File: config.mk
export PLATFORM = sky130hd
export DESIGN_NAME = spi_frame_sequencer
export DESIGN_NICKNAME = d
export VERILOG_FILES = /design/src/rtl/spi_frame_sequencer.sv
export SDC_FILE = /design/constraint.sdc
export NUM_CORES = 1
export LEC_CHECK = 0
export ABC_CLOCK_PERIOD_IN_PS = 2100
export CORE_AREA = 4 4 63 65
export CTS_BUF_LIST = sky130_fd_sc_hd__clkbuf_4 sky130_fd_sc_hd__clkbuf_8 sky130_fd_sc_hd__clkbuf_16
export CTS_CLUSTER_DIAMETER = 120
export DETAILED_ROUTE_END_ITERATION = 7
export DIE_AREA = 0 0 67 69
export PLACE_DENSITY = 0.77
export SETUP_SLACK_MARGIN = 0.02
export SLEW_MARGIN = 5
export SYNTH_ARGS = -nofsm -noshare
export SYNTH_HDL_FRONTEND = slang
export SYNTH_SLANG_ARGS = --single-unit
File: constraint.sdc
create_clock -name MCU_CLK_25_000 -period 2.1 [get_ports MCU_CLK_25_000]
set_input_delay 0.42 -clock MCU_CLK_25_000 [delete_from_list [all_inputs] [get_ports MCU_CLK_25_000]]
set_output_delay 0.42 -clock MCU_CLK_25_000 [all_outputs]
set_load 0.005 [all_outputs]
File: src/rtl/spi_frame_sequencer.sv
// SPI mode-0 frame sequencer: one header byte {underrun, seq} followed by
// PAYLOAD_BYTES bytes fetched over a valid/ready handshake, then an SS-high gap.
module spi_frame_sequencer #(
  parameter int unsigned PAYLOAD_BYTES = 64,
  parameter int unsigned SCK_DIV       = 2,
  parameter int unsigned GAP_CYCLES    = 4
) (
  input  logic       MCU_CLK_25_000,
  input  logic       RESET,
  input  logic       ENABLE,
  input  logic       FRAME_AVAIL,
  input  logic [7:0] BYTE_DATA,
  input  logic       BYTE_VALID,
  output logic       BYTE_READY,
  output logic       MCU_SCK,
  output logic       MCU_SS,
  output logic       MCU_MOSI,
  output logic       FRAME_DONE,
  output logic       UNDERRUN
);

  localparam int unsigned DIV_W  = (SCK_DIV > 1) ? $clog2(SCK_DIV) : 1;
  localparam int unsigned BYTE_W = $clog2(PAYLOAD_BYTES + 1);
  localparam int unsigned GAP_W  = (GAP_CYCLES > 1) ? $clog2(GAP_CYCLES) : 1;

  localparam logic [DIV_W-1:0]  DIV_LAST  = DIV_W'(SCK_DIV - 1);
  localparam logic [DIV_W-1:0]  DIV_PRE   = DIV_W'((SCK_DIV > 1) ? SCK_DIV - 2 : 0);
  localparam logic [BYTE_W-1:0] BYTE_LAST = BYTE_W'(PAYLOAD_BYTES);
  localparam logic [GAP_W-1:0]  GAP_LAST  = GAP_W'(GAP_CYCLES - 1);

  typedef enum logic [1:0] {
    IDLE  = 2'd0,
    SHIFT = 2'd1,
    GAP   = 2'd2
  } state_t;

  state_t            state;
  logic [DIV_W-1:0]  div_cnt;
  logic [2:0]        bit_cnt;
  logic [BYTE_W-1:0] byte_cnt;
  logic [GAP_W-1:0]  gap_cnt;
  logic [6:0]        shreg;
  logic [6:0]        seq;
  logic              fetch_c;

  // High when the coming edge is the falling SCK edge that ends bit 0 of a
  // byte followed by another payload byte; registered into BYTE_READY so the
  // ready pulse sits in exactly the cycle before the load edge.
  assign fetch_c = (state == SHIFT) && (bit_cnt == 3'd7) && (byte_cnt != BYTE_LAST) &&
                   ((SCK_DIV == 1) ? !MCU_SCK : (MCU_SCK && (div_cnt == DIV_PRE)));

  always_ff @(posedge MCU_CLK_25_000 or posedge RESET) begin
    if (RESET) begin
      state      <= IDLE;
      MCU_SS     <= 1'b1;
      MCU_SCK    <= 1'b0;
      MCU_MOSI   <= 1'b0;
      BYTE_READY <= 1'b0;
      FRAME_DONE <= 1'b0;
      UNDERRUN   <= 1'b0;
      seq        <= 7'd0;
      div_cnt    <= '0;
      bit_cnt    <= 3'd0;
      byte_cnt   <= '0;
      gap_cnt    <= '0;
      shreg      <= 7'd0;
    end else begin
      BYTE_READY <= fetch_c;
      FRAME_DONE <= 1'b0;
      case (state)
        IDLE: begin
          if (ENABLE && FRAME_AVAIL) begin
            state    <= SHIFT;
            MCU_SS   <= 1'b0;
            MCU_SCK  <= 1'b0;
            MCU_MOSI <= UNDERRUN;
            shreg    <= seq;
            UNDERRUN <= 1'b0;
            div_cnt  <= '0;
            bit_cnt  <= 3'd0;
            byte_cnt <= '0;
          end
        end

        SHIFT: begin
          if (div_cnt != DIV_LAST) begin
            div_cnt <= div_cnt + DIV_W'(1);
          end else begin
            div_cnt <= '0;
            if (!MCU_SCK) begin
              MCU_SCK <= 1'b1;
            end else begin
              MCU_SCK <= 1'b0;
              if (bit_cnt != 3'd7) begin
                bit_cnt  <= bit_cnt + 3'd1;
                MCU_MOSI <= shreg[6];
                shreg    <= {shreg[5:0], 1'b0};
              end else if (byte_cnt == BYTE_LAST) begin
                state      <= GAP;
                MCU_SS     <= 1'b1;
                MCU_MOSI   <= 1'b0;
                FRAME_DONE <= 1'b1;
                seq        <= seq + 7'd1;
                gap_cnt    <= '0;
              end else begin
                // Missing byte is replaced by 0x00 so the frame length never changes.
                bit_cnt  <= 3'd0;
                byte_cnt <= byte_cnt + BYTE_W'(1);
                MCU_MOSI <= BYTE_VALID & BYTE_DATA[7];
                shreg    <= BYTE_VALID ? BYTE_DATA[6:0] : 7'd0;
                if (!BYTE_VALID) begin
                  UNDERRUN <= 1'b1;
                end
              end
            end
          end
        end

        GAP: begin
          if (gap_cnt == GAP_LAST) begin
            state <= IDLE;
          end else begin
            gap_cnt <= gap_cnt + GAP_W'(1);
          end
        end

        default: state <= IDLE;
      endcase
    end
  end

  a_sck_idle_when_deselected: assert property (
    @(posedge MCU_CLK_25_000) disable iff (RESET) MCU_SS |-> !MCU_SCK);

  a_done_only_deselected: assert property (
    @(posedge MCU_CLK_25_000) disable iff (RESET) FRAME_DONE |-> MCU_SS);

endmodule

==> Yosys cells after proc, flatten, opt, wreduce, memory -nomap -nowiden <==
Cells that the tools add are included.
{ "classes": {"n_eq_ne": 17, "bitwise_logic": 3, "n_mux": 60, "add_sub_neg": 5, "n_reduce_logical": 18} }
{ "op_table": {"columns": ["operator", "count"], "rows": [
  ["7-bit two-way mux", 11],
  ["7-bit case mux with 2 select lines", 2],
  ["6-bit AND reduction", 4],
  ["1-bit two-way mux", 23],
  ["2-bit two-way mux", 11],
  ["2-bit != test, second input constant", 8],
  ["3-bit two-way mux", 5],
  ["7-bit by 1-bit adder with 7-bit output, second input constant", 2],
  ["1-bit case mux with 2 select lines", 5],
  ["5-bit AND reduction", 2],
  ["7-bit equality test, second input constant", 1],
  ["7-bit != test, second input constant", 1],
  ["7-bit AND reduction", 1],
  ["3-bit != test, second input constant", 2],
  ["2-bit case mux with 3 select lines", 1],
  ["3-bit case mux with 2 select lines", 1],
  ["1-bit logical AND", 5],
  ["2-bit equality test, second input constant", 2],
  ["2-bit case mux with 2 select lines", 1],
  ["4-bit AND reduction", 1],
  ["2-bit nonzero test", 2],
  ["3-bit by 1-bit adder with 3-bit output, second input constant", 1],
  ["3-bit equality test, second input constant", 1],
  ["3-bit AND reduction", 1],
  ["other kinds (8)", 9]
]} }
{ "totals": {"inputBits": 13, "register_bits": 35} }

==> Logic depth before layout (Yosys ltp) <==
{ "logic_depth": {"depth_word": 6, "mapped_depth": 7, "ltp_nobuf": 6} }

==> Worst setup path before layout <==
No wires, ideal clock.
{ "synth_path": {"kind": "register to register", "startpoint": "reg byte_cnt[2]", "endpoint": "reg seq[1]", "path_stages_with_launch": 4, "path_slack_ns": 0.276, "setup_ns": 0.125, "arrival_ns": 1.699, "required_ns": 1.975, "path_cell_list": "dfrtp_1 > or4_4 > nor4_4 > mux2_2"} }
{ "synth_between": {"elab_chain_cells": 2} }
{ "synth_lines": {"columns": ["element", "line", "source"], "rows": [
  ["from (decl)", "40", "logic [BYTE_W-1:0] byte_cnt;"],
  ["from (signal assigned)", "108", "byte_cnt <= byte_cnt + BYTE_W'(1);"],
  ["7-bit equality test", "98", "end else if (byte_cnt == BYTE_LAST) begin"],
  ["5-bit AND reduction (no line)", null, null],
  ["to (signal assigned)", "103", "seq <= seq + 7'd1;"],
  ["to (decl)", "43", "logic [6:0] seq;"]
]} }
No other way between the ends.
A chain may end at the register's enable or synchronous reset.

==> Final worst setup path <==
{ "layout_path": {"startpoint": "reg byte_cnt[4]", "endpoint": "reg shreg[0]"} }
{ "layout_between": {"elab_chain_cells": 3} }
{ "layout_lines": {"columns": ["element", "line", "source"], "rows": [
  ["7-bit equality test", "98", null],
  ["3-bit != test (no line)", null, null],
  ["5-bit AND reduction (no line)", null, null],
  ["to (signal assigned)", "77", "shreg <= seq;"],
  ["to (signal assigned)", "97", "shreg <= {shreg[5:0], 1'b0};"],
  ["to (signal assigned)", "110", "shreg <= BYTE_VALID ? BYTE_DATA[6:0] : 7'd0;"],
  ["to (decl)", "42", "logic [6:0] shreg;"]
]} }
No other way between the ends.

==> impl_metrics.yaml <==
cells_and_area:
  insertedDiodeCount: 0
  final_nets: 233
  finalInstanceArea_sq_um: 2280
  utilization_pct: 68.32
  fillers: 286
  drive_gt1_share_pct: 20.09
  layout_common_cells: "34 x dfrtp_1, 18 x nand2_1, 18 x clkdlybuf4s50_1, 15 x buf_4, 12 x a31oi_1"
  area_growth_pct: 21.63
  final_common_cell: "dfrtp_1"
clocking:
  cts_hold_buf: 0
  ctsRootBufferMaster: "clkbuf_4"
  cts_sinks: 35
  cts-buffers-inserted: 5
  clk_path_buf_depth: 2
  post-cts-setup-buffer-count: 0
  cts_resized: 0
  clk_latency_ps: 340
  htreeDepth: 2
  clkTransAtPathRegs_ps: 100
  cts_tree: "yes"
floorplan:
  coreArea_sq_um: 3337
  rows: 21
  pin_count: 19
  die_h_um: 69
  die-area_sq_um: 4623
  initial_core_util_pct: 56.17
  dieWidth_um: 67
timing:
  hold_viol: 0
  timing_worst_slew_pin_value_ps: 502.7
  fin_crit_sh_pct: 92.61
  slew_headroom_pct: 66.18
  fin_skew_ps: 8.948
  grt_setup_unrepaired: "false"
  holdWs_ps: 473.1
  clock.fmax_mhz: 514.2
  slew_viol_final: 0
  finalSetupViolCount: 0
  post-route-min-period_ps: 1945
logic_synthesis:
  synth_compound_area_share_pct: 12.62
  syn-num-nets: 200
  yosysSeqAreaShare_pct: 46.80
  muxShareOfSynthArea_pct: 8.344
  synth_cells: 180
  ys_seq_elements: 35
  synth-edff-count: 0
  synth-xor-area-share_pct: 3.271
  avgSynthCellArea_sq_um: 10.41
  yosysWarnings: 0
  syn_area_sq_um: 1874
  synthSimpleGateAreaFrac_pct: 20.89
  synthArstFlopShare_pct: 100.0
  synth_top_family_by_area: "simple AND/OR/NAND/NOR gates"
  synth-main-ff-cell: "dfrtp_1"
  synth_area_leaders: "dfrtp_1 45%, mux2_2 5.4%, ha_1 4.7%, a31oi_1 4.0%, nand2_1 3.6%"
  synth_fa_ha_area_share_pct: 4.673
  synth.top_cell.area_share_pct: 45.39
  synth_area_leader_cell: "dfrtp_1"
  synth.distinct_cells: 43
detailed_routing:
  vias: 1492
  viasPerCell: 5.738
  ant_nets: 0
  wirelength_um: 3908
  drc: 0
  avgRoutedWirePerCell_um: 15.03
  drt_iter0_drc: 82
  firstDrtPassIters: 4
placement:
  portBuffers: 18
  place_area_sq_um: 2207
  dpl.hpwl_um: 2937
  gp_congestion: 0.7744
setup_path:
  r2r_start: "byte_cnt[4]"
  worst_setup_path_end_kind: "register"
  critPathLaunchType: "register"
  reg2reg_to: "shreg[0]"
  worstPathCellList: "or4_4 -> nor2_1 -> a31oi_4 -> buf_12 -> mux2_4"
  crit_type: "reg -> reg"
  cpMaxStageDelayCell: "or4_4"
  cp_max_fo: 9
  critical-path-max-stage-delay_ps: 540
  required_ps: 2330
  r2r_cells: 5
  cp_data_arrival_time_ps: 2180
  critical_path.endpoint: "shreg[0]"
  rrSetupSlack_ps: 160
  crit_start: "byte_cnt[4]"
power:
  powerDensity_nw_per_um2: 1024
  power.leakage_nw: 1.053
  peakVddDrop_v: 0.0005143
min_path:
  hp-class: "in -> async"
global_route:
  grt_max_degree: 36
  grt_pass1_vias: 1617
  grt_first_pass_wirelength_um: 7107
  gr-usage-all-layers_pct: 19.54
  grt_antenna_before_repair: 0
  overflow: 0
outcome:
  outcome: "completed"
job:
  cap_violations: 0
sequential cells by signal (all words and copies together), names as in the netlist, 2 cells and up:
| register | count |
|---|---|
| bit_cnt | 3 |
| byte_cnt | 7 |
| gap_cnt | 2 |
| seq | 7 |
| shreg | 7 |
| state | 2 |
how the worst min path moves through the flow:
stage	start	endpoint	slack, ps
after floorplan	seq[6]	seq[6]	450
after global placement	seq[6]	seq[6]	470
after detailed placement	seq[4]	seq[4]	490
after CTS	RESET	byte_cnt[1]	480
after global routing	RESET	shreg[1]	510
final	RESET	FRAME_DONE	470
cell usage after synthesis, types with 2 or more instances:
cell,number
a21oi_1,6
a31oi_1,12
and3_2,2
buf_2,3
clkbuf_1,3
dfrtp_1,34
ha_1,7
inv_1,7
mux2_2,9
mux2i_1,4
nand2_1,18
nand2b_1,3
nand3_1,7
nand4_1,5
nor2_1,6
nor2b_1,7
nor3_1,2
nor3b_1,3
o21ai_0,9
o31ai_1,3
or4_1,3
xnor2_1,6
metal layers:
metal | share of wire [%] | vias to the layer above | global-route usage [%]
met4 | 1.6 | 0 | 7.658
li1 | - | 720 | -
met2 | 52 | 29 | 33.52
met3 | 4.1 | 6 | 4.545
met5 | 0 | - | 0
met1 | 42 | 737 | 22.96
critical path, delay by kind of cell (launching register included):
family | cells | cell delay, ps
flops | 1 | 450
simple gates | 2 | 820
compound gates | 1 | 130
buf+inv | 1 | 160
mux | 1 | 280
cell type report:
class                      count  area (sq um)  share of cell area (%)
multi-input combinational    130         933.4                   40.94
tap                           46         57.56                   2.525
clock buffer                   8         72.57                   3.183
sequential                    35         877.1                   38.47
inverter                       7         26.28                   1.153
timing repair buffer          34         312.8                   13.72
per-stage QoR:
stage          cells  TNS [ps]  power, mW  worst slack, ps
2_1_floorplan    180         0      1.551            276.0
3_3_place_gp     252         0      1.868            25.26
3_5_place_dp     252    -48.82      1.924           -22.55
4_1_cts          260         0      2.357            146.6
5_1_grt          260         0      2.528            53.32
6_report         260         0      2.335            155.3
logic make-up after synthesis:
kind of cell,count (synthesis)
simple gates,66
fa+ha+maj,7
compound gates,36
xor+xnor,7
flops,35
mux,14
buf+inv,15
where the power goes:
group	switching (mW)	internal [mW]	total [mW]
clock	0.212	0.210	0.422
combinational	0.455	0.483	0.938
sequential	0.136	0.838	0.975
total	0.804	1.53	2.33
Power figures use the tool's default switching activity.
